==> config.mk <==
export PLATFORM = sky130hd
export DESIGN_NAME = rand_line_gen
export DESIGN_NICKNAME = d
export VERILOG_FILES = /design/src/rtl/rand_line_gen.sv
export SDC_FILE = /design/constraint.sdc
export NUM_CORES = 1
export LEC_CHECK = 0
export ABC_CLOCK_PERIOD_IN_PS = 2880
export CORE_MARGIN = 1.5
export CORE_UTILIZATION = 53
export CTS_CLUSTER_SIZE = 12
export DETAILED_ROUTE_END_ITERATION = 8
export PLACE_DENSITY = 0.81
export SLEW_MARGIN = 20
export SYNTH_ARGS = -nofsm -noshare
export SYNTH_HDL_FRONTEND = slang
export SYNTH_SLANG_ARGS = --single-unit
export TNS_END_PERCENT = 100
==> constraint.sdc <==
create_clock -name clk -period 2.88 [get_ports clk]
set_clock_uncertainty 0.1 [all_clocks]
set_input_delay 0.432 -clock clk [delete_from_list [all_inputs] [get_ports clk]]
set_output_delay 0.432 -clock clk [all_outputs]
set_load 0.01 [all_outputs]
==> src/rtl/rand_line_gen.sv <==
// Pulls five LCG words per line, scales them into endpoints and colour, and
// streams the programmed number of line commands over a valid/ready handshake.
module rand_line_gen #(
  parameter int unsigned WIDTH_D    = 32,
  parameter int unsigned SCREEN_W   = 640,
  parameter int unsigned SCREEN_H   = 480,
  parameter int unsigned COORD_BITS = 10,
  parameter int unsigned COLOR_BITS = 8,
  parameter int unsigned COUNT_BITS = 16
) (
  input  logic                  clk,
  input  logic                  reset,
  input  logic                  start,
  input  logic [COUNT_BITS-1:0] count,
  output logic                  busy,
  output logic                  done,
  output logic                  rand_next,
  input  logic                  rand_valid,
  input  logic [WIDTH_D-1:0]    rand_data,
  output logic                  out_valid,
  input  logic                  out_ready,
  output logic [COORD_BITS-1:0] out_x0,
  output logic [COORD_BITS-1:0] out_y0,
  output logic [COORD_BITS-1:0] out_x1,
  output logic [COORD_BITS-1:0] out_y1,
  output logic [COLOR_BITS-1:0] out_color
);

  localparam int unsigned PROD_W = 16 + COORD_BITS + 1;

  localparam logic [1:0] StIdle   = 2'd0;
  localparam logic [1:0] StFetch  = 2'd1;
  localparam logic [1:0] StOutput = 2'd2;

  logic [1:0]            state_q, state_d;
  logic [COUNT_BITS-1:0] remaining_q, remaining_d;
  logic [2:0]            index_q, index_d;
  logic                  busy_q, busy_d;
  logic                  done_q, done_d;
  logic                  rand_next_q, rand_next_d;
  logic                  out_valid_q, out_valid_d;
  logic [COORD_BITS-1:0] x0_q, x0_d, y0_q, y0_d, x1_q, x1_d, y1_q, y1_d;
  logic [COLOR_BITS-1:0] color_q, color_d;

  // Scale the top 16 bits with a full-width product so nothing is lost before the shift.
  logic [15:0]           u;
  logic [PROD_W-1:0]     prod_x, prod_y;
  logic [COORD_BITS-1:0] scaled_x, scaled_y;
  logic [COLOR_BITS-1:0] scaled_c;
  logic                  unused_bits;

  assign u        = rand_data[WIDTH_D-1 -: 16];
  assign prod_x   = PROD_W'(u) * PROD_W'(SCREEN_W);
  assign prod_y   = PROD_W'(u) * PROD_W'(SCREEN_H);
  assign scaled_x = prod_x[16 +: COORD_BITS];
  assign scaled_y = prod_y[16 +: COORD_BITS];
  assign scaled_c = rand_data[WIDTH_D-1 -: COLOR_BITS];

  assign unused_bits = ^{rand_data[WIDTH_D-17:0], prod_x[15:0], prod_x[PROD_W-1],
                         prod_y[15:0], prod_y[PROD_W-1]};

  logic capture;
  // A word is fresh only when we did not request the next one last cycle.
  assign capture = rand_valid && !rand_next_q;

  always_comb begin
    state_d     = state_q;
    remaining_d = remaining_q;
    index_d     = index_q;
    busy_d      = busy_q;
    done_d      = 1'b0;
    rand_next_d = 1'b0;
    out_valid_d = out_valid_q;
    x0_d        = x0_q;
    y0_d        = y0_q;
    x1_d        = x1_q;
    y1_d        = y1_q;
    color_d     = color_q;

    case (state_q)
      StIdle: begin
        if (start) begin
          remaining_d = count;
          index_d     = 3'd0;
          if (count == '0) begin
            done_d = 1'b1;
          end else begin
            busy_d  = 1'b1;
            state_d = StFetch;
          end
        end
      end
      StFetch: begin
        if (capture) begin
          rand_next_d = 1'b1;
          index_d     = index_q + 3'd1;
          case (index_q)
            3'd0: x0_d = scaled_x;
            3'd1: y0_d = scaled_y;
            3'd2: x1_d = scaled_x;
            3'd3: y1_d = scaled_y;
            3'd4: begin
              color_d     = scaled_c;
              out_valid_d = 1'b1;
              state_d     = StOutput;
            end
            default: ;
          endcase
        end
      end
      StOutput: begin
        if (out_valid_q && out_ready) begin
          out_valid_d = 1'b0;
          remaining_d = remaining_q - COUNT_BITS'(1);
          if (remaining_q == COUNT_BITS'(1)) begin
            done_d  = 1'b1;
            busy_d  = 1'b0;
            state_d = StIdle;
          end else begin
            index_d = 3'd0;
            state_d = StFetch;
          end
        end
      end
      default: state_d = StIdle;
    endcase
  end

  always_ff @(posedge clk or posedge reset) begin
    if (reset) begin
      state_q     <= StIdle;
      remaining_q <= '0;
      index_q     <= 3'd0;
      busy_q      <= 1'b0;
      done_q      <= 1'b0;
      rand_next_q <= 1'b0;
      out_valid_q <= 1'b0;
      x0_q        <= '0;
      y0_q        <= '0;
      x1_q        <= '0;
      y1_q        <= '0;
      color_q     <= '0;
    end else begin
      state_q     <= state_d;
      remaining_q <= remaining_d;
      index_q     <= index_d;
      busy_q      <= busy_d;
      done_q      <= done_d;
      rand_next_q <= rand_next_d;
      out_valid_q <= out_valid_d;
      x0_q        <= x0_d;
      y0_q        <= y0_d;
      x1_q        <= x1_d;
      y1_q        <= y1_d;
      color_q     <= color_d;
    end
  end

  assign busy      = busy_q;
  assign done      = done_q;
  assign rand_next = rand_next_q;
  assign out_valid = out_valid_q;
  assign out_x0    = x0_q;
  assign out_y0    = y0_q;
  assign out_x1    = x1_q;
  assign out_y1    = y1_q;
  assign out_color = color_q;

endmodule

; ---- Yosys cells after proc, flatten, opt, wreduce, memory -nomap -nowiden
; Cells that the tools add are included.
[op_classes]
n_addsub = 2
mul = 2
n_eq_ne = 14
mux = 31
n_reduce_logical = 19
[ops]
columns = cell, count
row1 = 16-bit 2-to-1 mux, 2
row2 = 16-bit one-hot mux with 2 select lines, 1
row3 = 16-bit by 4-bit multiplier with 20-bit output (second input constant), 1
row4 = 16-bit by 3-bit multiplier with 19-bit output (second input constant), 1
row5 = 3-bit AND reduction, 6
row6 = 16-bit by 1-bit == test with 1-bit output (second input constant), 1
row7 = 16-bit logical NOT, 1
row8 = 16-bit by 1-bit subtractor with 16-bit output (second input constant), 1
row9 = 5-bit AND reduction, 3
row10 = 1-bit 2-to-1 mux, 14
row11 = 2-bit != test (second input constant), 7
row12 = 3-bit 2-to-1 mux, 4
row13 = 2-bit 2-to-1 mux, 5
row14 = 3-bit one-hot mux with 3 select lines, 1
row15 = 3-bit by 2-bit == test with 1-bit output (second input constant), 2
row16 = 1-bit one-hot mux with 2 select lines, 3
row17 = 2-bit one-hot mux with 3 select lines, 1
row18 = 4-bit AND reduction, 1
row19 = 2-bit nonzero test, 2
row20 = 3-bit by 1-bit adder with 3-bit output (second input constant), 1
row21 = 3-bit by 1-bit == test with 1-bit output (second input constant), 1
row22 = 3-bit == test (second input constant), 1
row23 = 3-bit logical NOT, 1
row24 = 3-bit nonzero test, 1
row25 = other kinds (5), 6
[word_totals]
register_bits = 71
in_bits = 53
out_inout_bits = 52
wordCells = 80

; ---- Depth between registers and ports, before layout
[depth]
ltp_word = 4
mapped_depth = 11
ltp_nobuf = 11

; ---- Worst setup path after synthesis
; Ideal clock, no wire load.
[synth_timing]
path_kind = input to register
start = input port rand_data[28]
end = register y1_q[8], in the netlist out_y1[8]
setup_time_ns = 0.095
arrival_ns = 3.083
t_required_ns = 2.685
path_slack_ns = -0.398
path_stages = 11
n_path_buf = 0
cell_sequence = inv_1 -> fa_1 -> fa_1 -> inv_1 -> ha_1 -> a21o_1 -> a21o_1 -> a21oi_1 -> o21ai_1 -> o31a_1 -> o31ai_1
[synth_via]
elab_chain_cells = 1
[synth_lines]
columns = item, line_no
row1 = from (decl), 19  ; input logic [WIDTH_D-1:0] rand_data,
row2 = 16-bit by 4-bit multiplier with 20-bit output, 54  ; assign prod_y = PROD_W'(u) * PROD_W'(SCREEN_H);
row3 = to (signal assigned), 154  ; y1_q <= y1_d;
row4 = to (decl), 42  ; logic [COORD_BITS-1:0] x0_q, x0_d, y0_q, y0_d, x1_q, x1_d, y1_q, y1_d;
; Every way passes these cells.
; A chain may end at the register's enable or synchronous reset.

; ---- Worst setup path in the final report
[layout_timing]
start = input port rand_data[22]
end = register y1_q[8], in the netlist out_y1[8]
; The elaborated chain is that of the path after synthesis.

==> summary.md <==
| Metric | Value |
|---|---|
| Gp weighted congestion | between 0.8 and 0.9 |
| DR pass1 iterations | 5 |
| Initial core utilization | 0.552 |
| Crit path kind | in -> reg |
| Fmax achieved | around 0.30 GHz |
| PortBufs | 86 |
| VDD IR max | around 0.54 mV |
| Residual DRC | 0 |
| Final core utilization | 0.787 |
| Arr. time, crit path | 3420 ps |
| Clock root buffer | clkbuf_8 |
| Post-Synthesis Cell Area | around 0.0054 sq mm |
| Beginning of the critical path | rand_data[22] |
| CP endpoint | out_y1[8]$_DFFE_PP0P_ |
| Buf/Inv on CP | 4 |
| FF-to-FF End | out_color[1]$_DFFE_PP0P_ |
| CTS sink cnt | roughly 70 |
| Reg clk slew, reported paths | about 90 ps |
| Max cap viols | 0 |
| Hpwl dp | ~11000 microns |
| Setup violators final | 18 |
| CTS Buf Count | 9 |
| P_leak | approximately 3.5 nW |
| Critical path depth | 13 |
| Final TNS setup | -3900 ps |
| Most frequent cells in the layout | buf_4 (85), dfrtp_1 (71), clkdlybuf4s50_1 (71) |
| Most used cell, CP | fa_1 |
| Core area | 0.00986 sq mm |
| WL/cell | 19.7 microns |
| Global Route Usage Sum | 0.298 |
| Reg2Reg Setup Slack | about 700 ps |
| IO Count | ~110 |
| First-pass GRT wire length | 25900 microns |
| Worst Slack Setup Final | -422 ps |
| Worst setup SP type | input pin |
| Cells after Synth | about 560 |
| CP max stage delay | 600 ps |
| Vias per cell | 5.87 |
| Most common cell after layout, fill and taps aside | buf_4 |
| Cell Pwr Density | 791 mW/mm^2 |
| DR vias | about 5100 |
| Violated checks | negative setup slack |
| Final Max Slew Viols | 0 |
| Final hold violation count | 0 |
| Routed Antenna Nets | 0 |
| Final Cycle Share | 1.15 |
| Async SR Flop Fraction | 1.00 |
| Area Overhead vs Synth | 42.6% |
| CP cell instances | buf_8 > inv_6 > buf_6 > fa_1 > fa_1 > inv_2 > ha_4 > nand2_4 > o211ai_1 > a21oi_4 > nor4_4 > o31a_1 > o31ai_2 |
| Max Fanout on Critical Path | 4 |
| FF-to-FF path depth | 4 |
| Fin Hold WS | approximately 330 ps |
| CTS tree | yes |
| Initial antenna violation count | 0 |
| RSZ-0062 raised after global routing | true |
| EDFF count, synth | 0 |
| Htree depth | 3 |
| Post-Route WL | 17200 microns |
| Multi-input gate area | roughly 0.0037 sq mm |
| Clk buf depth | 2 |
| Layout cells sized above 1 | 0.313 |
| N_diodes | 0 |
| Clk Latency, worst-skew pair | between 300 and 400 ps |
| Yosys Warn Count | 0 |
| Max-slew headroom | 0.446 |
| Worst hold path type | in -> async |
| Yosys cell types | 64 |
| Layout Nets | 873 |
| Largest net degree at the start of global routing | 50 |
| Fillers | about 580 |
| Syn avg cell area | approximately 9.7 sq um |
| Delay-heaviest family, CP | adder cells |
| Status | finished, violations left |
| Die Ht | approximately 100 microns |
| Die Span X | 104 microns |
| Slew at the pin with the worst max-slew slack | slightly above 800 ps |
| R2R Path Start | state_q[0]$_DFFE_PP0P_ |
| Grt ovf | 0 |
| Clock period minus worst slack | around 3300 ps |
| # hold bufs at CTS | 0 |
| Seq. cell area | ~0.0018 sq mm |
| Iter 0 DRT Violations | roughly 330 |
| Die area | 0.0109 sq mm |
| CP max-delay cell | fa_1 |
| Vias in the first global route | 5263 |
| Critical Path End Type | register |
| Seq/Total Area, Yosys | 0.326 |
| Required @ worst endpoint | approximately 3000 ps |
| Most common flop cell mapped by yosys | dfrtp_1 |
| Yosys reg bits | 71 |
| Rows | 36 |
[worst min path at each step]
stage	start	endpoint	slack, ps	depth (start not counted)
6_report	reset	out_color[5]$_DFFE_PP0P_	330	2
5_1_grt	rand_data[24]	out_color[0]$_DFFE_PP0P_	340	3
4_1_cts	reset	out_x1[0]$_DFFE_PP0P_	340	2
3_5_place_dp	out_x1[9]$_DFFE_PP0P_	out_x1[9]$_DFFE_PP0P_	370	2
3_3_place_gp	out_x1[9]$_DFFE_PP0P_	out_x1[9]$_DFFE_PP0P_	360	2
2_1_floorplan	remaining_q[15]$_DFFE_PP0P_	remaining_q[15]$_DFFE_PP0P_	360	1
[sequential cells by signal, summed over array words and instances, names as in the netlist, 2 cells and up]
signal,count
state_q,2
index_q,3
out_y1,9
out_y0,9
out_x1,10
remaining_q,16
out_x0,10
out_color,8
[cell families after synthesis]
group / share of synthesized area
AO/OA/AOI/OAI: 0.165
AND/OR/NAND/NOR: 0.140
multiplexers: 0.0618
buffers and inverters: 0.0595
other: 0.000688
XOR/XNOR: 0.0161
adder cells (fa/ha/maj): 0.232
flip-flops: 0.326
[layer usage]
metal	track usage	up-vias	part of all wire
li1	-	2321	-
met1	0.365	2512	0.40
met2	0.504	223	0.49
met3	0.0564	77	0.052
met4	0.148	0	0.055
met5	0	-	0
[cell usage after synthesis, types with 2 or more instances]
cell       number  area, sq um
nor2_1         32          120
xnor2_1         3         26.3
o2bb2ai_1       5         43.8
o32ai_1         2         17.5
ha_1           56          701
o31ai_1        12         90.1
and2_1          2         12.5
mux2_2         24          270
nor2b_1         6         37.5
o211ai_1        4         30.0
xor2_1          7         61.3
a31oi_1         2         12.5
a21o_1          8         60.1
nand2_1        52          195
a22oi_1         5         37.5
a21oi_1        36          180
o21ai_1        22          110
a211oi_1        4         30.0
or4_1           4         30.0
a211o_1         3         26.3
or4_4           2         22.5
mux2_1          5         56.3
inv_1          62          233
nand2b_1        4         25.0
clkbuf_1       14         52.6
and4_1          2         17.5
nor3_1          6         30.0
a21oi_2         2         17.5
dfrtp_1        71         1780
fa_1           28          561
and3_1          2         12.5
nand3_1        14         70.1
or2_1           2         12.5
o21a_1          3         22.5
buf_4           2         15.0
nor3b_1         4         30.0
nor4_1          9         56.3
nand2b_4        2         27.5
o21ai_0        14         70.1
nor4_2          2         25.0
nand4_1         2         12.5
[per-stage QoR]
stage	power, mW	cells	setup WS (ps)	cell area [sq um]
after detailed placement	4.69	833	-1150	7000
after global placement	4.55	833	-1030	7000
after floorplan	3.38	565	-273	5530
final	6.14	874	-422	7770
after global routing	6.49	874	-424	7770
after CTS	5.81	864	-101	7560
[worst reg2reg max path, delay by kind of cell (launching register included)]
family	cells	cell delay (ps)
buffers and inverters	1	160
multiplexers	1	430
flip-flops	1	550
AND/OR/NAND/NOR	2	810
[area by class of cell]
cell class                      count  area share
Tap cell                          133      0.0214
Timing Repair Buffer              179       0.209
Multi-Input combinational cell    412       0.478
Sequential cell                    71       0.229
Clock buffer                       10      0.0177
Inverter                           63      0.0362
Clock inverter                      6     0.00870
[power breakdown]
part | switching (mW) | total (mW) | internal (mW)
logic | 1.65 | 3.45 | 1.80
clock network | 0.417 | 0.844 | 0.427
registers | 0.399 | 1.85 | 1.46
[timing repair]
item,4_1_cts,5_1_grt
resized for setup,127,35
pin swaps,51,38
setup endpoints to repair,26,20
buffers inserted,15,10
Power figures use the tool's default switching activity.
